File: src/rtl/hazard_scoreboard_pkg.sv
// Shared constants for the D-stage hazard scoreboard.
//   REG_AW_DEF / TNEW_W_DEF : default register-address and Tnew/Tuse widths
//   FWD_*                   : forwarding select codes driven on fwd_rs_sel / fwd_rt_sel
//   TUSE_UNUSED             : Tuse value for an operand the D instruction never reads
package hazard_scoreboard_pkg;

    localparam int REG_AW_DEF = 5;
    localparam int TNEW_W_DEF = 2;

    localparam logic [1:0] FWD_RF = 2'd0;
    localparam logic [1:0] FWD_E  = 2'd1;
    localparam logic [1:0] FWD_M  = 2'd2;
    localparam logic [1:0] FWD_W  = 2'd3;

    localparam logic [TNEW_W_DEF-1:0] TUSE_UNUSED = 2'd3;

endpackage

File: src/rtl/hazard_entry_match.sv
// Compares one in-flight pipeline entry against one D-stage source operand.
//   ent_we_i, ent_rd_i, ent_tnew_i : entry contents (write enable, dest, cycles to result)
//   src_i, tuse_i                  : D-stage source register and cycles until it is needed
//   live_o   : entry will write src (register $0 never matches)
//   ready_o  : live and the result already exists, so it can be forwarded now
//   blocks_o : live and the result arrives after the operand is needed -> stall
module hazard_entry_match
    import hazard_scoreboard_pkg::*;
#(
    parameter int REG_AW = REG_AW_DEF,
    parameter int TNEW_W = TNEW_W_DEF
) (
    input  logic              ent_we_i,
    input  logic [REG_AW-1:0] ent_rd_i,
    input  logic [TNEW_W-1:0] ent_tnew_i,
    input  logic [REG_AW-1:0] src_i,
    input  logic [TNEW_W-1:0] tuse_i,
    output logic              live_o,
    output logic              ready_o,
    output logic              blocks_o
);

    assign live_o   = ent_we_i && (ent_rd_i != '0) && (ent_rd_i == src_i);
    assign ready_o  = live_o && (ent_tnew_i == '0);
    assign blocks_o = live_o && (ent_tnew_i > tuse_i);

endmodule

File: src/rtl/hazard_scoreboard.sv
// Tracks register writes in flight in E/M/W and resolves D-stage RAW hazards.
//   clk, reset              : clock, asynchronous active-high reset
//   d_rs, d_rt              : D-stage source registers
//   d_rs_tuse, d_rt_tuse    : cycles until each source is needed (3 = unused)
//   d_rd, d_rd_we, d_tnew   : D-stage destination, its write enable, Tnew on entering E
//   stall                   : freeze PC and F/D, inject a bubble into E
//   fwd_rs_sel, fwd_rt_sel  : 0 regfile, 1 E, 2 M, 3 W
//   w_we, w_rd              : regfile write port driven from the W entry
module hazard_scoreboard
    import hazard_scoreboard_pkg::*;
#(
    parameter int REG_AW = REG_AW_DEF,
    parameter int TNEW_W = TNEW_W_DEF
) (
    input  logic              clk,
    input  logic              reset,
    input  logic [REG_AW-1:0] d_rs,
    input  logic [REG_AW-1:0] d_rt,
    input  logic [TNEW_W-1:0] d_rs_tuse,
    input  logic [TNEW_W-1:0] d_rt_tuse,
    input  logic [REG_AW-1:0] d_rd,
    input  logic              d_rd_we,
    input  logic [TNEW_W-1:0] d_tnew,
    output logic              stall,
    output logic [1:0]        fwd_rs_sel,
    output logic [1:0]        fwd_rt_sel,
    output logic              w_we,
    output logic [REG_AW-1:0] w_rd
);

    localparam int NSTG = 3;   // index 0 = E, 1 = M, 2 = W (nearest first)
    localparam int NSRC = 2;   // index 0 = rs, 1 = rt

    logic [NSTG-1:0]             we_q,   we_d;
    logic [NSTG-1:0][REG_AW-1:0] rd_q,   rd_d;
    logic [NSTG-1:0][TNEW_W-1:0] tnew_q, tnew_d;

    logic [NSRC-1:0][REG_AW-1:0] src;
    logic [NSRC-1:0][TNEW_W-1:0] tuse;
    logic [NSRC-1:0][NSTG-1:0]   live, ready, blocks;
    logic [NSRC-1:0][1:0]        sel;

    assign src  = {d_rt, d_rs};
    assign tuse = {d_rt_tuse, d_rs_tuse};

    for (genvar s = 0; s < NSRC; s++) begin : g_src
        for (genvar g = 0; g < NSTG; g++) begin : g_stg
            hazard_entry_match #(.REG_AW(REG_AW), .TNEW_W(TNEW_W)) u_match (
                .ent_we_i   (we_q[g]),
                .ent_rd_i   (rd_q[g]),
                .ent_tnew_i (tnew_q[g]),
                .src_i      (src[s]),
                .tuse_i     (tuse[s]),
                .live_o     (live[s][g]),
                .ready_o    (ready[s][g]),
                .blocks_o   (blocks[s][g])
            );
        end
    end

    // Only the nearest live producer holds the youngest value; if it is not
    // ready yet, an older ready copy further down is stale and must not be used.
    always_comb begin
        sel = '0;
        for (int s = 0; s < NSRC; s++) begin
            if (live[s][0])      sel[s] = ready[s][0] ? FWD_E : FWD_RF;
            else if (live[s][1]) sel[s] = ready[s][1] ? FWD_M : FWD_RF;
            else if (live[s][2]) sel[s] = ready[s][2] ? FWD_W : FWD_RF;
        end
    end

    assign stall      = |blocks;
    assign fwd_rs_sel = sel[0];
    assign fwd_rt_sel = sel[1];
    assign w_we       = we_q[2] && (rd_q[2] != '0);
    assign w_rd       = rd_q[2];

    function automatic logic [TNEW_W-1:0] sat_dec(input logic [TNEW_W-1:0] v);
        return (v == '0) ? '0 : v - 1'b1;
    endfunction

    // E takes the D instruction or a bubble; M and W always advance, one
    // cycle of Tnew elapsing on each hop.
    always_comb begin
        we_d   = '0;
        rd_d   = '0;
        tnew_d = '0;
        if (!stall) begin
            we_d[0]   = d_rd_we;
            rd_d[0]   = d_rd;
            tnew_d[0] = d_tnew;
        end
        for (int g = 1; g < NSTG; g++) begin
            we_d[g]   = we_q[g-1];
            rd_d[g]   = rd_q[g-1];
            tnew_d[g] = sat_dec(tnew_q[g-1]);
        end
    end

    always_ff @(posedge clk or posedge reset) begin
        if (reset) begin
            we_q   <= '0;
            rd_q   <= '0;
            tnew_q <= '0;
        end else begin
            we_q   <= we_d;
            rd_q   <= rd_d;
            tnew_q <= tnew_d;
        end
    end

endmodule

File: config.mk
export PLATFORM = sky130hd
export DESIGN_NAME = hazard_scoreboard
export DESIGN_NICKNAME = d
export VERILOG_FILES = /design/src/rtl/hazard_scoreboard_pkg.sv /design/src/rtl/hazard_entry_match.sv /design/src/rtl/hazard_scoreboard.sv
export SDC_FILE = /design/constraint.sdc
export NUM_CORES = 1
export LEC_CHECK = 0
export BUFFER_PORTS_ARGS = -buffer_cell sky130_fd_sc_hd__buf_2
export CORE_MARGIN = 2
export CORE_UTILIZATION = 40
export CTS_BUF_LIST = sky130_fd_sc_hd__clkbuf_16
export DETAILED_ROUTE_END_ITERATION = 8
export PLACE_DENSITY = 0.63
export SETUP_SLACK_MARGIN = 0.3
export SLEW_MARGIN = 20
export SYNTH_ARGS = -nofsm -noshare
export SYNTH_HDL_FRONTEND = slang
export SYNTH_HIERARCHICAL = 1
export SYNTH_SLANG_ARGS = --single-unit
File: constraint.sdc
create_clock -name clk -period 2.6 [get_ports clk]
set_input_delay 0.13 -clock clk [delete_from_list [all_inputs] [get_ports clk]]
set_output_delay 0.13 -clock clk [all_outputs]
set_load 0.01 [all_outputs]
**Word level (Yosys, flattened, before mapping)**

Cells that the tools add are included.

- $add $sub $neg: 2
- $lt $le $gt $ge: 6
- Eq/ne operators: 6
- Mux-type cells: 17
- Reduce and logical (&&, ||, !) cells: 28

Operator list:

| operator | count |
|---|---|
| == test 5 bit | 6 |
| two-way mux 2 bit | 13 |
| logical AND 1 bit | 21 |
| nonzero test 5 bit | 3 |
| > comparator 2 bit | 6 |
| logical NOT 2 bit | 3 |
| OR reduction 6 bit | 1 |
| two-way mux 5 bit | 1 |
| subtractor 2 x 1 -> 2 bit, second input constant | 2 |
| two-way mux 1 bit | 3 |

- Register bits: 24
- Output and inout bits: 11
- Logic and storage cells: 66

**Longest topological paths before layout**

- Word-level depth: 8
- Gate-level depth with buffers: 8

**By module**

Netlist, hierarchy kept.

By module, submodules not included:

| module | instances | cells each | area an instance (um2) | sequential area each (um2) |
|---|---|---|---|---|
| hazard_entry_match | 6 | 21 | 142.6 | 0.0 |
| hazard_scoreboard | 1 | 54 | 850.8 | 600.6 |

**Least setup slack after synthesis**

No wires, ideal clock.

- Kind: reg-to-output
- Start: register rd_q, in the netlist rd_d[11]
- End: output port stall
- Data arrival time: 2200 ps
- Slack: 270 ps
- Stages on the path, launching flop included: 7
- Cell sequence: dfrtp_1 > or4_1 > a21oi_2 > nor4_1 > or4_4 > buf_6 > or3_1

RTL lines:

| item | RTL line | RTL |
|---|---|---|
| from (decl) | hazard_scoreboard.sv:35 | `logic [NSTG-1:0][REG_AW-1:0] rd_q, rd_d;` |
| from (signal assigned) | hazard_scoreboard.sv:107 | `rd_q <= rd_d;` |
| to (decl) | hazard_scoreboard.sv:24 | `output logic stall,` |

==> key figures <==
Global routing
  • Via count of the first global-routing pass: approximately 1300
  • Sum of overflow across all layers after global routing: 0
  • Initial antenna violation count: 0
  • First-pass GRT wire length: between 6000 and 7000 µm
  • Overall routing resource usage: around 17%
  • Pin count of the biggest net entering global routing: 25

Timing
  • Share of the clock period used by the worst path after layout: a little over nine tenths
  • Worst Tran Pin Value: about 900 ps
  • Fin. Hold Viols: 0
  • Highest clock rate: slightly below 400 MHz
  • Max-slew violation total from the final report: 0
  • Setup TNS after final layout: 0 ps
  • Worst slew margin: 40.12%
  • Worst clock skew: around 3.3 ps
  • Final setup violating endpoints: 0
  • Unrepaired setup endpoints after global routing: true
  • Final min period: about 2600 ps

Synthesis
  • Distinct cell type count of the synthesized netlist: 24
  • Mapped Area: about 1700 µm²
  • Yosys Warn Count: 6
  • Mapped Nets: approximately 220
  • Sequential element share of the synthesized area: a little over a third
  • Instance count of the mapped netlist: between 150 and 200
  • Average cell area after synthesis: approximately 9.5 µm²
  • Number of storage elements in the synthesis netlist: 24

Min path
  • Class of the tightest hold or removal check: in -> async

Critical path
  • Top fanout value on the critical path: 2
  • Endpoint required time on the critical path: about 2500 ps
  • Startpoint-to-endpoint class of the critical path: reg -> out
  • Worst path arrival time: about 2400 ps
  • Category of the worst setup path launch point: register
  • Worst R2R Setup Slack: roughly 340 ps
  • Element type at the critical path end: output pin

Drt
  • Routed WL per cell: about 14 µm
  • DRC violation total after the first TritonRoute iteration: 45
  • Via count normalized by instance count: 5.120
  • Number of nets with antenna violations after routing: 0
  • Detailed Routing Iterations Pass 1: 4
  • Total number of vias: approximately 1400
  • Detailed-route DRC error count: 0
  • Overall routed net length: approximately 3900 µm

Placed design
  • Number of I/O port buffers: 34
  • Last weighted congestion value of the routability-driven placer: roughly 0.73
  • Placed instance count: between 200 and 300
  • Half-perimeter wire length after placement: 2873 µm

Power and ir drop
  • Share of total power consumed by net switching: between 20% and 30%
  • Sequential fraction of design power: a little over two fifths
  • PnR Total Power: around 1.0 mW
  • Part of the power in the clock network: 32.4%
  • Areal power density over the cells: 452.3 nW/µm²
  • Leakage: a little under 1 nW
  • Combinational group share of total power: 25.3%
  • Peak ir drop on the vdd network: about 0.21 mV
  • Cell internal pwr: between 0.7 and 0.8 mW
  • Switching component of the power: approximately 0.28 mW

Clock network
  • TritonCTS sink count: 24
  • H-Tree Depth: 1
  • Clk slew on worst S/H paths: 60 ps
  • Root buf cell: clkbuf_16
  • TritonCTS clock tree: done
  • Clock insertion delay at the later pin of the skew report: 260 ps
  • CTS max path bufs: 2
  • Cts hold-fix bufs: 0
  • Clock buffers created by TritonCTS: 3

Floorplanning
  • Die Area: roughly 4800 µm²
  • Top-level I/O count: 35
  • Initial Util: 42.06%
  • Horizontal die dimension: just under 70 µm
  • Die H: 69.32 µm
  • Floorplan core area: between 4000 and 5000 µm²
  • Num rows: 23

Layout
  • Number of standard cells in the final layout excluding fillers: 283
  • Relative area change from synthesis to final layout: 31.60%
  • Share of layout cells above drive strength 1: around two fifths
  • Post-layout utilization of the core: 55.35%
  • Number of nets at the end of the flow: between 200 and 300
  • Number of antenna diodes: 0

Flow run
  • Total of max-cap violations: 0

Run status
  • Run status: completed
## registers in the layout, summed over array words and instances, names as in the netlist
name and flops:
tnew_q 6, we_q 3, rd_d 10, w_rd 5
## layer usage
metal	wire [µm]	global-route usage [%]
met1	1814	22.44
met2	1918	27.46
met3	153	2.035
met4	38	5.229
met5	0	0
## synthesized netlist by cell type
cell      instances  area, µm²
dfrtp_1          24      600.6
xnor2_1          24      210.2
nand2_1          16      60.06
inv_1            13      48.80
ha_1             12      150.1
nor2_1           12      45.04
nor2b_1           8      50.05
nor4b_2           8      120.1
o21ai_0           8      40.04
or4_1             7      52.55
a21oi_2           6      52.55
and2_2            6      45.04
nand3_1           6      30.03
nor3_1            6      30.03
nor4_1            6      37.54
nor4b_1           6      52.55
a21oi_1           2      10.01
and2_1            2      12.51
clkbuf_1          2      7.510
nand3b_1          2      15.01
buf_6             1      11.26
o21a_1            1      7.510
or3_1             1      6.260
or4_4             1      11.26
## power by group through the flow
stage	sequential, mW	combinational [mW]	clock, mW
5_1_grt	0.435	0.286	0.350
2_1_floorplan	0.435	0.140	0
3_3_place_gp	0.440	0.201	0
4_1_cts	0.428	0.237	0.334
6_report	0.430	0.257	0.329
3_5_place_dp	0.441	0.205	0
## kinds of logic (layout without fill, tap and decap cells)
family | count (synthesis) | in the layout | synth area share [%]
adders and majority gates | 12 | 12 | 8.797
DFF | 24 | 24 | 35.19
xor gates and xnor gates | 24 | 24 | 12.32
and+or+nand+nor | 87 | 87 | 33.28
AOI/OAI and AO/OA | 17 | 17 | 6.452
buffers and inverters | 16 | 69 | 3.959
## repair_timing
action,in CTS,in global routing
pin swaps,6,9
endpoints found under the setup margin,9,11
setup buffers,13,3
gates resized for setup,5,16
## final timing paths
path | startpoint | end | cells past startpoint
max in group asynchronous | reset | w_rd[0] | 2
hold / removal | reset | rd_d[5] | 2
setup / recovery | rd_d[12] | stall | 6
min in group clk | d_rd[3] | rd_d[8] | 2
hold reg to reg | we_q[0] | we_q[1] | 0
setup reg to reg | rd_d[12] | rd_d[7] | 6
## worst max-delay path, stage by stage, from the launching register on
cell and delay (ps):
dfrtp_1 390, or4_4 560, a21oi_4 160, nor4_2 70, or4_4 540, or3_1 310, buf_2 140
## area by class of cell
cell class,count,area (µm²)
timing repair buffer,53,312.8
multi-input combinational,140,1142
inverter,13,48.80
tap,50,62.56
clock buffer,3,75.07
fill,367,1812
sequential,24,604.3
## placed cells by master (no fill, tap or decap), drive strengths merged
| master | synthesis | layout |
|---|---|---|
| a21oi | 8 | 8 |
| and2 | 8 | 8 |
| buf | 1 | 53 |
| clkbuf | 2 | 3 |
| dfrtp | 24 | 24 |
| ha | 12 | 12 |
| inv | 13 | 13 |
| nand2 | 16 | 16 |
| nand3 | 6 | 6 |
| nand3b | 2 | 2 |
| nor2 | 12 | 12 |
| nor2b | 8 | 8 |
| nor3 | 6 | 6 |
| nor4 | 6 | 6 |
| nor4b | 14 | 14 |
| o21a | 1 | 1 |
| o21ai | 8 | 8 |
| or3 | 1 | 1 |
| or4 | 8 | 8 |
| xnor2 | 24 | 24 |
## through the flow
step | hold WS [ps] | area [µm²] | setup WS (ps)
2_1_floorplan | 144.6 | 1707 | 269.9
3_3_place_gp | 363.4 | 1956 | 262.6
3_5_place_dp | 358.3 | 1956 | 257.0
4_1_cts | 84.36 | 2137 | 70.72
5_1_grt | 119.5 | 2246 | 8.591
6_report | 52.59 | 2246 | 46.37
Power figures use the tool's default switching activity.
